**config.mk**
```make
export PLATFORM = sky130hd
export DESIGN_NAME = yuv2rgb_pipe_flat
export DESIGN_NICKNAME = d
export VERILOG_FILES = /design/src/rtl/csc_pkg.sv /design/src/rtl/yuv2rgb_pipe_if.sv /design/src/rtl/csc_channel_clamp.sv /design/src/rtl/yuv2rgb_pipe.sv /design/src/flat_wrapper.sv
export SDC_FILE = /design/constraint.sdc
export NUM_CORES = 1
export LEC_CHECK = 0
export ABC_CLOCK_PERIOD_IN_PS = 13700
export BUFFER_PORTS_ARGS = -buffer_cell sky130_fd_sc_hd__clkbuf_2
export CELL_PAD_IN_SITES_DETAIL_PLACEMENT = 1
export CELL_PAD_IN_SITES_GLOBAL_PLACEMENT = 1
export CORE_ASPECT_RATIO = 1.4
export CORE_MARGIN = 4
export CORE_UTILIZATION = 25
export CTS_CLUSTER_DIAMETER = 30
export DETAILED_ROUTE_END_ITERATION = 10
export PLACE_DENSITY = 0.48
export RECOVER_POWER = 50
export SLEW_MARGIN = 20
export SYNTH_ARGS = -nofsm -noshare
export SYNTH_HDL_FRONTEND = slang
export SYNTH_SLANG_ARGS = --single-unit
```
**constraint.sdc**
```tcl
create_clock -name CLK_I -period 13.7 [get_ports CLK_I]
set_input_delay 1.37 -clock CLK_I [delete_from_list [all_inputs] [get_ports CLK_I]]
set_output_delay 1.37 -clock CLK_I [all_outputs]
set_load 0.005 [all_outputs]
```
**src/rtl/csc_pkg.sv**
```systemverilog
// Shared colour-space-conversion definitions: mode encoding, coefficient table
// and the luma offset, all parameterised by bit depth and fixed-point precision.
package csc_pkg;

  typedef enum logic [1:0] {
    MODE_601_FULL = 2'd0,
    MODE_601_LIM  = 2'd1,
    MODE_709_FULL = 2'd2,
    MODE_709_LIM  = 2'd3
  } csc_mode_e;

  typedef struct packed {
    logic signed [31:0] ky;
    logic signed [31:0] kr;
    logic signed [31:0] kgu;
    logic signed [31:0] kgv;
    logic signed [31:0] kb;
  } csc_coef_t;

  localparam int COEF_BASE_FRAC = 10;

  // Table is stored at 10 fractional bits; other precisions round-half-up.
  function automatic int scale_coef(input int k, input int frac);
    if (frac >= COEF_BASE_FRAC) return k <<< (frac - COEF_BASE_FRAC);
    return (k + (1 <<< (COEF_BASE_FRAC - frac - 1))) >>> (COEF_BASE_FRAC - frac);
  endfunction

  function automatic csc_coef_t csc_coef(input csc_mode_e mode, input int frac);
    csc_coef_t c;
    case (mode)
      MODE_601_LIM:  c = '{32'sd1192, 32'sd1634, 32'sd401, 32'sd833, 32'sd2066};
      MODE_709_FULL: c = '{32'sd1024, 32'sd1613, 32'sd192, 32'sd479, 32'sd1900};
      MODE_709_LIM:  c = '{32'sd1192, 32'sd1836, 32'sd218, 32'sd546, 32'sd2163};
      default:       c = '{32'sd1024, 32'sd1436, 32'sd352, 32'sd731, 32'sd1815};
    endcase
    c.ky  = scale_coef(c.ky,  frac);
    c.kr  = scale_coef(c.kr,  frac);
    c.kgu = scale_coef(c.kgu, frac);
    c.kgv = scale_coef(c.kgv, frac);
    c.kb  = scale_coef(c.kb,  frac);
    return c;
  endfunction

  function automatic int off_y(input int bpc, input csc_mode_e mode);
    if (mode == MODE_601_LIM || mode == MODE_709_LIM) return 16 <<< (bpc - 8);
    return 0;
  endfunction

endpackage

```
**src/rtl/yuv2rgb_pipe_if.sv**
```systemverilog
// Pixel stream bundle for the converter: YUV input side and RGB output side.
interface yuv2rgb_pipe_if #(
  parameter int C_BPC    = 8,
  parameter int C_USER_W = 3
);
  logic [1:0]          MODE_I;
  logic                VLD_I;
  logic                RDY_O;
  logic                SOF_I;
  logic [C_BPC-1:0]    Y_I;
  logic [C_BPC-1:0]    U_I;
  logic [C_BPC-1:0]    V_I;
  logic [C_USER_W-1:0] USER_I;
  logic                VLD_O;
  logic                RDY_I;
  logic [C_BPC-1:0]    R_O;
  logic [C_BPC-1:0]    G_O;
  logic [C_BPC-1:0]    B_O;
  logic                SOF_O;
  logic [C_USER_W-1:0] USER_O;

  modport slave (
    input  MODE_I, VLD_I, SOF_I, Y_I, U_I, V_I, USER_I, RDY_I,
    output RDY_O, VLD_O, R_O, G_O, B_O, SOF_O, USER_O
  );

  modport master (
    output MODE_I, VLD_I, SOF_I, Y_I, U_I, V_I, USER_I, RDY_I,
    input  RDY_O, VLD_O, R_O, G_O, B_O, SOF_O, USER_O
  );
endinterface

```
**src/rtl/csc_channel_clamp.sv**
```systemverilog
// One colour channel's tail: stage 3 adds the rounding half-LSB, stage 4
// shifts out the fraction and saturates into [0, 2^C_BPC-1].
module csc_channel_clamp #(
  parameter int C_BPC  = 8,
  parameter int C_FRAC = 10,
  parameter int W      = C_BPC + C_FRAC + 4
) (
  input  logic                clk,
  input  logic                rst_n,
  input  logic                i_en,
  input  logic signed [W-1:0] i_sum,
  output logic [C_BPC-1:0]    o_pix
);
  localparam logic signed [W-1:0] RND     = W'(2 ** (C_FRAC - 1));
  localparam logic signed [W-1:0] PIX_MAX = W'(2 ** C_BPC - 1);

  logic signed [W-1:0] r_sum;
  logic signed [W-1:0] w_shr;
  logic [C_BPC-1:0]    w_clamp;

  assign w_shr = r_sum >>> C_FRAC;

  always_comb begin
    if (w_shr < 0)            w_clamp = '0;
    else if (w_shr > PIX_MAX) w_clamp = '1;
    else                      w_clamp = w_shr[C_BPC-1:0];
  end

  always_ff @(posedge clk or negedge rst_n) begin
    if (!rst_n) begin
      r_sum <= '0;
      o_pix <= '0;
    end else if (i_en) begin
      r_sum <= i_sum + RND;
      o_pix <= w_clamp;
    end
  end
endmodule

```
**src/rtl/yuv2rgb_pipe.sv**
```systemverilog
// Four-stage YUV -> RGB converter with a single global stall enable; SOF and
// sideband ride along in a shift register so they stay aligned with the data.
module yuv2rgb_pipe
  import csc_pkg::*;
#(
  parameter int C_BPC    = 8,
  parameter int C_FRAC   = 10,
  parameter int C_USER_W = 3
) (
  input logic           CLK_I,
  input logic           RSTN_I,
  yuv2rgb_pipe_if.slave bus
);
  localparam int STAGES = 4;
  localparam int D_W    = C_BPC + 1;
  localparam int W      = C_BPC + C_FRAC + 4;
  localparam int HALF   = 2 ** (C_BPC - 1);

  logic [STAGES:1]                r_vld_pipe;
  logic [STAGES:1]                r_sof_pipe;
  logic [STAGES:1][C_USER_W-1:0]  r_user_pipe;
  logic                           w_en;

  // The whole pipe only freezes when a finished beat is being refused.
  assign w_en      = bus.RDY_I | ~r_vld_pipe[STAGES];
  assign bus.RDY_O = w_en;

  // A SOF beat takes its own mode immediately; otherwise the frame's mode holds.
  csc_mode_e r_mode;
  csc_mode_e w_mode;
  assign w_mode = (bus.VLD_I && bus.SOF_I) ? csc_mode_e'(bus.MODE_I) : r_mode;

  logic signed [D_W-1:0] w_yd, w_cu, w_cv;
  assign w_yd = $signed({1'b0, bus.Y_I}) - D_W'(off_y(C_BPC, w_mode));
  assign w_cu = $signed({1'b0, bus.U_I}) - D_W'(HALF);
  assign w_cv = $signed({1'b0, bus.V_I}) - D_W'(HALF);

  csc_mode_e             r_s1_mode;
  logic signed [D_W-1:0] r_s1_yd, r_s1_cu, r_s1_cv;

  always_ff @(posedge CLK_I or negedge RSTN_I) begin
    if (!RSTN_I) begin
      r_mode    <= MODE_601_FULL;
      r_s1_mode <= MODE_601_FULL;
      r_s1_yd   <= '0;
      r_s1_cu   <= '0;
      r_s1_cv   <= '0;
    end else if (w_en) begin
      r_mode    <= w_mode;
      r_s1_mode <= w_mode;
      r_s1_yd   <= w_yd;
      r_s1_cu   <= w_cu;
      r_s1_cv   <= w_cv;
    end
  end

  csc_coef_t           w_k;
  logic signed [W-1:0] r_p_ky, r_p_kr, r_p_kgu, r_p_kgv, r_p_kb;

  assign w_k = csc_coef(r_s1_mode, C_FRAC);

  always_ff @(posedge CLK_I or negedge RSTN_I) begin
    if (!RSTN_I) begin
      r_p_ky  <= '0;
      r_p_kr  <= '0;
      r_p_kgu <= '0;
      r_p_kgv <= '0;
      r_p_kb  <= '0;
    end else if (w_en) begin
      r_p_ky  <= W'(longint'(r_s1_yd) * longint'(w_k.ky));
      r_p_kr  <= W'(longint'(r_s1_cv) * longint'(w_k.kr));
      r_p_kgu <= W'(longint'(r_s1_cu) * longint'(w_k.kgu));
      r_p_kgv <= W'(longint'(r_s1_cv) * longint'(w_k.kgv));
      r_p_kb  <= W'(longint'(r_s1_cu) * longint'(w_k.kb));
    end
  end

  logic [2:0][W-1:0]     w_sum;
  logic [2:0][C_BPC-1:0] w_pix;

  assign w_sum[0] = r_p_ky + r_p_kr;
  assign w_sum[1] = r_p_ky - r_p_kgu - r_p_kgv;
  assign w_sum[2] = r_p_ky + r_p_kb;

  for (genvar c = 0; c < 3; c++) begin : g_ch
    csc_channel_clamp #(
      .C_BPC (C_BPC),
      .C_FRAC(C_FRAC),
      .W     (W)
    ) u_ch (
      .clk  (CLK_I),
      .rst_n(RSTN_I),
      .i_en (w_en),
      .i_sum(w_sum[c]),
      .o_pix(w_pix[c])
    );
  end

  always_ff @(posedge CLK_I or negedge RSTN_I) begin
    if (!RSTN_I) begin
      r_vld_pipe  <= '0;
      r_sof_pipe  <= '0;
      r_user_pipe <= '0;
    end else if (w_en) begin
      r_vld_pipe  <= {r_vld_pipe[STAGES-1:1], bus.VLD_I};
      r_sof_pipe  <= {r_sof_pipe[STAGES-1:1], bus.VLD_I & bus.SOF_I};
      r_user_pipe <= {r_user_pipe[STAGES-1:1], bus.USER_I};
    end
  end

  assign bus.VLD_O  = r_vld_pipe[STAGES];
  assign bus.SOF_O  = r_sof_pipe[STAGES];
  assign bus.USER_O = r_user_pipe[STAGES];
  assign bus.R_O    = w_pix[0];
  assign bus.G_O    = w_pix[1];
  assign bus.B_O    = w_pix[2];
endmodule
```
**src/flat_wrapper.sv**
```systemverilog
// flat-port wrapper written by rule: the top's interface ports become plain ports
module yuv2rgb_pipe_flat import csc_pkg::*;
#(
  parameter int C_BPC    = 8,
  parameter int C_FRAC   = 10,
  parameter int C_USER_W = 3
)
  (CLK_I, RSTN_I, bus_MODE_I, bus_VLD_I, bus_SOF_I, bus_Y_I, bus_U_I, bus_V_I, bus_USER_I, bus_RDY_I, bus_RDY_O, bus_VLD_O, bus_R_O, bus_G_O, bus_B_O, bus_SOF_O, bus_USER_O);
  yuv2rgb_pipe_if #(.C_BPC(C_BPC), .C_USER_W(C_USER_W)) bus_i ();
  input logic CLK_I;
  input logic RSTN_I;
  input wire logic [$bits(bus_i.MODE_I)-1:0] bus_MODE_I;
  input wire logic [$bits(bus_i.VLD_I)-1:0] bus_VLD_I;
  input wire logic [$bits(bus_i.SOF_I)-1:0] bus_SOF_I;
  input wire logic [$bits(bus_i.Y_I)-1:0] bus_Y_I;
  input wire logic [$bits(bus_i.U_I)-1:0] bus_U_I;
  input wire logic [$bits(bus_i.V_I)-1:0] bus_V_I;
  input wire logic [$bits(bus_i.USER_I)-1:0] bus_USER_I;
  input wire logic [$bits(bus_i.RDY_I)-1:0] bus_RDY_I;
  output wire logic [$bits(bus_i.RDY_O)-1:0] bus_RDY_O;
  output wire logic [$bits(bus_i.VLD_O)-1:0] bus_VLD_O;
  output wire logic [$bits(bus_i.R_O)-1:0] bus_R_O;
  output wire logic [$bits(bus_i.G_O)-1:0] bus_G_O;
  output wire logic [$bits(bus_i.B_O)-1:0] bus_B_O;
  output wire logic [$bits(bus_i.SOF_O)-1:0] bus_SOF_O;
  output wire logic [$bits(bus_i.USER_O)-1:0] bus_USER_O;
  assign bus_i.MODE_I = bus_MODE_I;
  assign bus_i.VLD_I = bus_VLD_I;
  assign bus_i.SOF_I = bus_SOF_I;
  assign bus_i.Y_I = bus_Y_I;
  assign bus_i.U_I = bus_U_I;
  assign bus_i.V_I = bus_V_I;
  assign bus_i.USER_I = bus_USER_I;
  assign bus_i.RDY_I = bus_RDY_I;
  assign bus_RDY_O = bus_i.RDY_O;
  assign bus_VLD_O = bus_i.VLD_O;
  assign bus_R_O = bus_i.R_O;
  assign bus_G_O = bus_i.G_O;
  assign bus_B_O = bus_i.B_O;
  assign bus_SOF_O = bus_i.SOF_O;
  assign bus_USER_O = bus_i.USER_O;
  yuv2rgb_pipe #(.C_BPC(C_BPC), .C_FRAC(C_FRAC), .C_USER_W(C_USER_W)) u_core (.CLK_I(CLK_I), .RSTN_I(RSTN_I), .bus(bus_i));
endmodule
```
* Yosys cells after proc, flatten, opt, wreduce, memory -nomap -nowiden
Index checks and enable logic that the tools add are counted.
W data, S select, Z words.
** Word-level totals
- Word-level logic and storage cells :: 63
- Output and inout port bits :: 30
- Register bits :: 249
** Cells by class
- Reductions and logical operators :: 2
- $add $sub $neg :: 10
- Magnitude comparators :: 6
- Multiply operators :: 5
- Equality and inequality tests :: 5
- Bitwise logic cells :: 3
- Mux-type cells :: 11
** Operators with widths (number)
- $pmux W136 S3 :: 1
- $mul A9 B32 Y22 :: 4
- $add A22 B11 Y22 const B :: 3
- $mux W8 :: 6
- $add A22 B22 Y22 :: 2
- $sub A22 B22 Y22 :: 2
- $gt A12 B9 Y1 const B :: 3
- $lt A12 B1 Y1 const B :: 3
- $mul A9 B12 Y21 :: 1
- $sub A8 B8 Y9 const B :: 2
- $mux W9 :: 1
- $sub A9 B9 Y9 :: 1
- $eq A2 B2 Y1 const B :: 3
- $mux W5 :: 1
- $eq A2 B1 Y1 const B :: 2
- $mux W2 :: 1
- $and A1 B1 Y1 :: 1
- $logic_and A1 B1 Y1 :: 1
- $logic_or A1 B1 Y1 :: 1
- $mux W1 :: 1
- $not A1 Y1 :: 1
- $or A1 B1 Y1 :: 1

* Depth between registers and ports, before layout
Gate-level depths: netlist of the first run.
- Word-level depth :: 7
- Gate-level depth with buffers :: 24
- Gate-level depth less buffers :: 22

* By module
Synthesis of the first run repeated with hierarchy kept, for this count alone.
** Unflattened totals
- Cells, all modules :: 2814
- Area, all modules :: 25643.3 sq um
** Modules (own cells, without submodules)
- yuv2rgb_pipe :: cells an instance 2469, instances 1, sequential area each 3828.7 sq um, area each 22332.7 sq um
- csc_channel_clamp :: cells an instance 115, instances 3, sequential area each 500.5 sq um, area each 1103.6 sq um

* Least setup slack after synthesis of the first run
Ideal clock, no wire load.
- Kind :: register to register
- Start :: reg (tool-made name)
- End :: reg u_core.r_p_kb[21]
- Data arrival time :: 5.751 ns
- Required time :: 13.563 ns
- Cell stages (with the launch flop) :: 22
- Buffers on the path :: 1
- Path slack :: 7.812 ns
- Cells stage by stage :: dfrtp_1 clkinv_1 clkbuf_1 ha_1 nor2_1 nor2b_1 fa_1 inv_1 fa_1 inv_1 fa_1 fa_1 fa_1 ha_1 inv_1 o311ai_0 o211ai_1 o22ai_1 o21ai_1 o21ai_1 xnor2_1 a21oi_1
** RTL lines
- end signal: assignment :: line yuv2rgb_pipe.sv:74 : r_p_kb <= W'(longint'(r_s1_cu) * longint'(w_k.kb));
- end: declaration :: line yuv2rgb_pipe.sv:58 : logic signed [W-1:0] r_p_ky, r_p_kr, r_p_kgu, r_p_kgv, r_p_kb;

==> results of run 1 <==
[cell usage after synthesis, drive strengths merged (6+ instances only)]
cell type	instances
or2	7
xor2	45
o21a	15
nor2b	65
o21bai	19
nand3	15
buf	11
and3	6
or3	7
ha	423
nor3	14
nand2	342
a21o	50
and2	64
clkbuf	82
o21ai	128
xnor2	59
o31ai	34
inv	341
nand2b	37
a211oi	12
a21oi	131
o211ai	7
nand4	7
a31oi	8
nor2	137
fa	247
dfrtp	207
[worst min-delay path: cells and delay by family, from the launching register on]
| kind | cells | cell delay [ps] |
|---|---|---|
| DFF | 1 | 340 |
| and+or+nand+nor | 2 | 100 |
[layout by cell type, fill, tap and decap left out, drive strengths merged, types with 37 or more instances in the layout]
cell	Yosys	final
a21o	50	50
a21oi	131	131
and2	64	64
clkbuf	82	137
dfrtp	207	207
fa	247	247
ha	423	423
inv	341	341
nand2	342	342
nand2b	37	37
nor2	137	137
nor2b	65	65
o21ai	128	128
xnor2	59	59
xor2	45	45
[path summary, 6_finish.rpt]
| check | start | to | slack, ps | cells past startpoint |
|---|---|---|---|---|
| worst max-delay path | RSTN_I | u_core.r_p_kgu[9] | 5730 | 2 |
| worst min-delay path | u_core.r_user_pipe[5] | u_core.r_user_pipe[5] | 460 | 2 |
| worst max register to register | u_core.r_vld_pipe[4] | u_core.r_p_kr[21] | 6370 | 6 |
| worst min register to register | u_core.r_user_pipe[5] | u_core.r_user_pipe[5] | 460 | 2 |
| max in group CLK_I | bus_RDY_I | u_core.r_p_kr[21] | 5860 | 7 |
| min in group asynchronous | RSTN_I | u_core.r_s1_cv[2] | 2580 | 1 |
[kinds of logic after synthesis]
family                   after synthesis  share of synthesized area, %
adder cells (fa/ha/maj)              670                          42.6
other                                  1                        0.0156
AND/OR/NAND/NOR                      716                          13.6
buffers and inverters                436                          6.87
XOR/XNOR                             104                          3.79
multiplexers                           3                         0.130
flip-flops                           207                          21.6
AO/OA/AOI/OAI                        442                          11.4
[state kept, by name, summed over array words and instances, names as in the netlist, 8 cells and up, named ones only]
signal,count
u_core.r_s1_cu,8
u_core.r_p_ky,18
u_core.g_ch.u_ch.r_sum,36
u_core.r_s1_cv,8
u_core.r_p_kr,19
u_core.g_ch.u_ch.o_pix,24
u_core.r_user_pipe,9
u_core.r_s1_yd,9
u_core.r_p_kgv,22
u_core.r_p_kb,19
u_core.r_p_kgu,22
[metal layers]
metal	share of wire (%)	global-route usage, %	vias up	wire length (µm)
met5	0	0	-	0
met3	2.6	1.88	114	1920
met2	50	26.7	196	36600
met1	43	18.1	8740	31800
li1	-	-	8552	-
met4	3.8	5.40	0	2810
[metrics by stage]
step	setup WS (ps)	hold WS, ps	instance area (µm²)
2_1_floorplan	7810	430	24000
3_3_place_gp	6800	450	25700
3_5_place_dp	6670	455	25700
4_1_cts	6670	466	27600
5_1_grt	4120	492	27500
6_report	5730	462	27500
[area by class of cell]
| cell class | count | area [µm²] | area share [%] |
|---|---|---|---|
| timing repair buffer | 80 | 417 | 1.52 |
| clock buffer | 71 | 1540 | 5.59 |
| inverter | 343 | 1290 | 4.69 |
| sequential | 207 | 5180 | 18.8 |
| multi-input combinational | 1939 | 17200 | 62.5 |
| tap | 1224 | 1530 | 5.57 |
| clock inverter | 27 | 344 | 1.25 |
==> implementation parameters, run 1 <==
Parameter                              Value

Detailed routing
  Routed vias/inst ... about 4.5
  DRT antenna net count ... 0
  Residual DRC count ... 0
  Via count ... 17600
  Sum of routed wire length over all layers ... between 70000 and 80000 µm
  Average routed wire per standard cell ... ~19 µm
  Starting DRC count in detailed routing ... 548
  Iteration count of the initial detailed-routing pass ... 6

Critical path
  Slowest stage cell, crit path ... sky130_fd_sc_hd__clkbuf_1
  Kind of capture point of the worst setup path ... asynchronous set/reset pin
  Ordered list of cells on the worst path ... clkbuf_1 > clkbuf_1
  CP arrival ... between 7000 and 8000 ps
  Maximum fanout along the worst path ... 81
  Worst endpoint required time ... approximately 14000 ps
  CP Launch Type ... input port
  Buf/Inv on CP ... 2
  Worst path max stage delay ... roughly 3500 ps
  WS Path Type ... in -> async
  Most numerous cell on the critical path ... sky130_fd_sc_hd__clkbuf_1
  Worst path top cell family by delay ... buffers and inverters

STA
  Number of endpoints failing setup at the final stage ... 0
  Worst-case headroom to the max-slew limit ... -367%
  Fin Clk Skew ... between 40 and 50 ps
  Max Fclk ... roughly 130 MHz
  Number of pins exceeding their max-slew limit in the final report ... 438
  Unrepaired setup endpoints after global routing ... no
  Crit path time final ... between 7000 and 8000 ps
  Transition time of the tightest slew-check pin ... between 6000 and 7000 ps
  Final worst-path cycle share ... 58.2%
  Final count of hold timing violations ... 0
  Total negative slack ... 0 ps

Layout
  Number of nets at the end of the flow ... 3329
  ANT cells ... 0
  FILL cells ... roughly 11000
  Final std cells w/o fill ... between 3000 and 4000
  Final core utilization ... between 20% and 30%
  Growth of design area from synthesis to finish ... 14.5%
  Fraction of final layout cells with drive strength greater than 1 ... under 10%

Floorplanning
  Die area ... between 100000 and 150000 µm²
  Total core area ... between 90000 and 100000 µm²
  Initial core utilization ... about a quarter
  Chip Height ... 375 µm
  Ports placed on the boundary ... 64
  Die width ... approximately 270 µm
  # rows ... roughly 130

Place
  Port-buffer cells ... 63
  Placed Cells incl. Taps ... roughly 3800
  HPWL after DPL ... roughly 60000 µm
  Final RePlAce weighted congestion ... between 0.8 and 0.9

Synthesis
  EDFF count, synth ... 0
  FFs w/ async S/R, synth ... 100%
  Total standard cell area after synthesis ... between 20000 and 25000 µm²
  Sequential-to-total area share from yosys stat ... between 20% and 30%
  Cell count after synthesis ... 2579
  Most common flop cell mapped by yosys ... sky130_fd_sc_hd__dfrtp_1
  Count of synthesis-stage warnings from yosys ... 0
  Number of synthesized register bits ... 207
  Largest cells by area after synthesis ... sky130_fd_sc_hd__ha_1, sky130_fd_sc_hd__dfrtp_1, sky130_fd_sc_hd__fa_1
  Share of Yosys cell area claimed by the top area cell type ... between 20% and 30%
  Post-Syn Area per Cell ... ~9.3 µm²
  Dominant cell type by area after synthesis ... sky130_fd_sc_hd__ha_1
  Number of distinct standard cells referenced by the synthesized netlist ... 67

Clocking
  Maximum clock insertion buffer count ... 3
  Setup repair bufs after CTS ... 0
  Root cell of the clock tree ... sky130_fd_sc_hd__clkbuf_16
  H-tree levels ... 2
  CTS tree ... yes
  Worst-skew pair later-pin latency ... 600 ps
  Number of gates given a new drive strength after cts ... 0
  Quantity of hold-fixing buffers added after cts ... 0
  Total clock buffers created by CTS ... 54
  Total number of clock tree sinks ... 207
  CTS clock-pin slew for the worst setup and hold paths ... 50 ps

Min path
  Hold/Removal Path Class ... reg -> reg

Global routing
  Number of antenna violations at the first check in global routing ... 0
  Number of global-route vias before repair ... between 20000 and 25000
  Remaining Overflow, GRT ... 0
  All-Layer GR Usage ... 14.8%
  Global-route wire length before repair ... between 100000 and 150000 µm
  Pin count of the biggest net entering global routing ... between 150 and 200

Outcome
  Failing checks ... capacitance limit, slew limit
  Result of the run ... finished, violations left

Job
  Max-Cap Viols ... 5
Power of run 1 is left out: the tool's default activity adds up to more than one toggle a clock period on the data nets, which glitch-free logic cannot reach.
==> inputs of run 2 (changes only) <==
--- a/config.mk
+++ b/config.mk
@@ -5,7 +5,7 @@
 export SDC_FILE = /design/constraint.sdc
 export NUM_CORES = 1
 export LEC_CHECK = 0
-export ABC_CLOCK_PERIOD_IN_PS = 13700
+export ABC_CLOCK_PERIOD_IN_PS = 8300
 export BUFFER_PORTS_ARGS = -buffer_cell sky130_fd_sc_hd__clkbuf_2
 export CELL_PAD_IN_SITES_DETAIL_PLACEMENT = 1
 export CELL_PAD_IN_SITES_GLOBAL_PLACEMENT = 1
==> constraint.sdc (replaced) <==
create_clock -name CLK_I -period 8.3 [get_ports CLK_I]
set_input_delay 0.83 -clock CLK_I [delete_from_list [all_inputs] [get_ports CLK_I]]
set_output_delay 0.83 -clock CLK_I [all_outputs]
set_load 0.005 [all_outputs]
==> implementation parameters, run 2 (synthesis gave the netlist of run 1 again) <==
Parameter                              Value

Outcome
  Result of the run ... finished, violations left
  Failing checks ... capacitance limit, slew limit

Detailed routing
  DRT antenna net count ... 0 (unchanged)
  Sum of routed wire length over all layers ... 72500 µm (-0.96%)
  Via count ... 17500 (-0.64%)
  Routed vias/inst ... 4.49 (-0.69%)
  Starting DRC count in detailed routing ... 499 (-8.9%)
  Average routed wire per standard cell ... 18.6 µm (-1.0%)
  Residual DRC count ... 0 (unchanged)
  Iteration count of the initial detailed-routing pass ... 4 (-2)

Global routing
  Global-route wire length before repair ... 117000 µm (-1.4%)
  Number of global-route vias before repair ... 20200 (-1.1%)
  Pin count of the biggest net entering global routing ... 106 (-33%)
  Remaining Overflow, GRT ... 0 (unchanged)
  Number of antenna violations at the first check in global routing ... 1 (+1)
  All-Layer GR Usage ... 14.6% (-0.26 points)

Critical path
  FF-to-FF path depth ... 18 (+12)
  Worst path depth ... 18 (+16)
  WS Path Type ... reg -> reg
  Buf/Inv on CP ... 3 (+1)
  Crit path capture ... u_core.r_p_kb[21]
  Ordered list of cells on the worst path ... inv_1 > ha_1 > nand2_1 > fa_1 > fa_1 > inv_1 > fa_1 > fa_1 > fa_1 > ha_1 > inv_1 > o311ai_0 > o211ai_1 > o22ai_1 > o21ai_1 > o21ai_1 > xnor2_1 > a21oi_1
  Critical register-to-register path endpoint ... u_core.r_p_kb[21]
  CP arrival ... 6840 ps (-940 ps)
  Kind of capture point of the worst setup path ... flip-flop
  Worst path top cell family by delay ... adder cells
  Maximum fanout along the worst path ... 24 (-70%)
  Worst path max stage delay ... 1020 ps (-2430 ps)
  Slack of the worst reg-to-reg path ... 1890 ps (-4480 ps)
  CP Launch Type ... flip-flop
  Most numerous cell on the critical path ... sky130_fd_sc_hd__fa_1
  Slowest stage cell, crit path ... sky130_fd_sc_hd__ha_1
  Worst endpoint required time ... 8720 ps (-4790 ps)

Clocking
  Number of gates given a new drive strength after cts ... 0 (unchanged)
  Worst-skew pair later-pin latency ... 600 ps (about the same)
  Root cell of the clock tree ... sky130_fd_sc_hd__clkbuf_16
  Maximum clock insertion buffer count ... 3 (unchanged)
  H-tree levels ... 2 (unchanged)
  CTS tree ... yes
  Total clock buffers created by CTS ... 54 (unchanged)
  Setup repair bufs after CTS ... 0 (unchanged)
  Quantity of hold-fixing buffers added after cts ... 0 (unchanged)
  CTS clock-pin slew for the worst setup and hold paths ... 40 ps (about the same)
  Total number of clock tree sinks ... 207 (unchanged)

STA
  Worst-case headroom to the max-slew limit ... -290% (+76 points)
  Number of endpoints failing setup at the final stage ... 0 (unchanged)
  Final count of hold timing violations ... 0 (unchanged)
  Total negative slack ... 0 ps (unchanged)
  Max Fclk ... between 150 and 200 MHz
  Crit path time final ... 6410 ps
  Number of pins exceeding their max-slew limit in the final report ... 163 (-63%)
  Transition time of the tightest slew-check pin ... 5850 ps (-1150 ps)
  Fin Clk Skew ... 22.1 ps (-27.3 ps)
  Unrepaired setup endpoints after global routing ... no
  Final worst-path cycle share ... between 70 and 80%

Floorplanning
  Die area ... 101000 µm² (unchanged)
  Die width ... 270 µm (unchanged)
  Initial core utilization ... 25.2% (unchanged)
  Ports placed on the boundary ... 64 (unchanged)
  Chip Height ... 375 µm (unchanged)
  Total core area ... 95400 µm² (unchanged)
  # rows ... 134 (unchanged)

Layout
  Largest Register ... u_core.g_ch.u_ch.r_sum
  Fraction of final layout cells with drive strength greater than 1 ... 6.26% (-0.23 points)
  FILL cells ... 11000 (unchanged)
  Final core utilization ... 28.9% (+0.12 points)
  Leading cell types in the layout, fill and taps excluded ... sky130_fd_sc_hd__ha_1, sky130_fd_sc_hd__nand2_1, sky130_fd_sc_hd__inv_1
  Most common library cell in the layout ignoring fill and taps ... sky130_fd_sc_hd__ha_1
  ANT cells ... 0 (unchanged)
  Growth of design area from synthesis to finish ... 15.0%
  Number of nets at the end of the flow ... 3330 (+0.030%)
  Max FFs per register ... 36 (unchanged)
  Registers with the highest flip-flop counts ... u_core.g_ch.u_ch.r_sum (36), u_core.g_ch.u_ch.o_pix (24)

Place
  Final RePlAce weighted congestion ... 0.814 (about the same)
  Port-buffer cells ... 63 (unchanged)
  HPWL after DPL ... 59800 µm (-1.1%)

Min path
  Hold/Removal Path Class ... in -> reg

Job
  Max-Cap Viols ... 2 (-3)
run 2: worst min-delay path by stage:
stage,startpoint,endpoint,slack (ps),cells after the start
final,bus_U_I[7],u_core.r_s1_cu[7],410,2
after detailed placement,u_core.r_vld_pipe[3],u_core.r_vld_pipe[3],460,2
after global routing,bus_U_I[7],u_core.r_s1_cu[7],370,2
after global placement,u_core.r_user_pipe[8],u_core.r_user_pipe[8],450,2
after CTS,RSTN_I,u_core.r_s1_cu[0],280,1
after floorplan,u_core.r_vld_pipe[3],u_core.r_vld_pipe[3],430,2
run 2: final cells by class:
class / instances / area (µm²) / share of cell area (%)
multi-input combinational: 1939 / 17200 / 62.3
sequential: 207 / 5180 / 18.8
clock buffer: 71 / 1560 / 5.64
tap: 1224 / 1530 / 5.55
inverter: 343 / 1290 / 4.68
clock inverter: 28 / 432 / 1.56
timing repair buffer: 81 / 413 / 1.50
run 2: metal layers:
metal	track usage, %	share of wire [%]	up-vias
met4	3.60	2.2	0
li1	-	-	8561
met2	27.0	52	168
met5	0	0	-
met3	1.87	2.5	74
met1	17.8	44	8686
run 2: worst reg2reg max path, cell delays in order (launching register included):
cell                       delay (ps)
sky130_fd_sc_hd__dfrtp_1          450
sky130_fd_sc_hd__inv_1            160
sky130_fd_sc_hd__ha_1            1020
sky130_fd_sc_hd__nand2_1          170
sky130_fd_sc_hd__fa_1             490
sky130_fd_sc_hd__fa_1             540
sky130_fd_sc_hd__inv_1             50
sky130_fd_sc_hd__fa_1             510
sky130_fd_sc_hd__fa_1             570
sky130_fd_sc_hd__fa_1             430
sky130_fd_sc_hd__ha_1             310
sky130_fd_sc_hd__inv_1             70
sky130_fd_sc_hd__o311ai_0         350
sky130_fd_sc_hd__o211ai_1         240
sky130_fd_sc_hd__o22ai_1          310
sky130_fd_sc_hd__o21ai_1          160
sky130_fd_sc_hd__o21ai_1          180
sky130_fd_sc_hd__xnor2_1          150
sky130_fd_sc_hd__a21oi_1           90
run 2: through the flow:
stage | setup slack [ps] | std cells | cell area (µm²) | hold slack [ps]
6_report | 1890 | 3893 | 27600 | 409
2_1_floorplan | 2410 | 2582 | 24000 | 430
3_5_place_dp | 1810 | 3794 | 25700 | 455
5_1_grt | 1000 | 3893 | 27600 | 372
3_3_place_gp | 1890 | 3794 | 25700 | 453
4_1_cts | 1810 | 3893 | 27700 | 278
Power of run 2 is left out for the same reason.
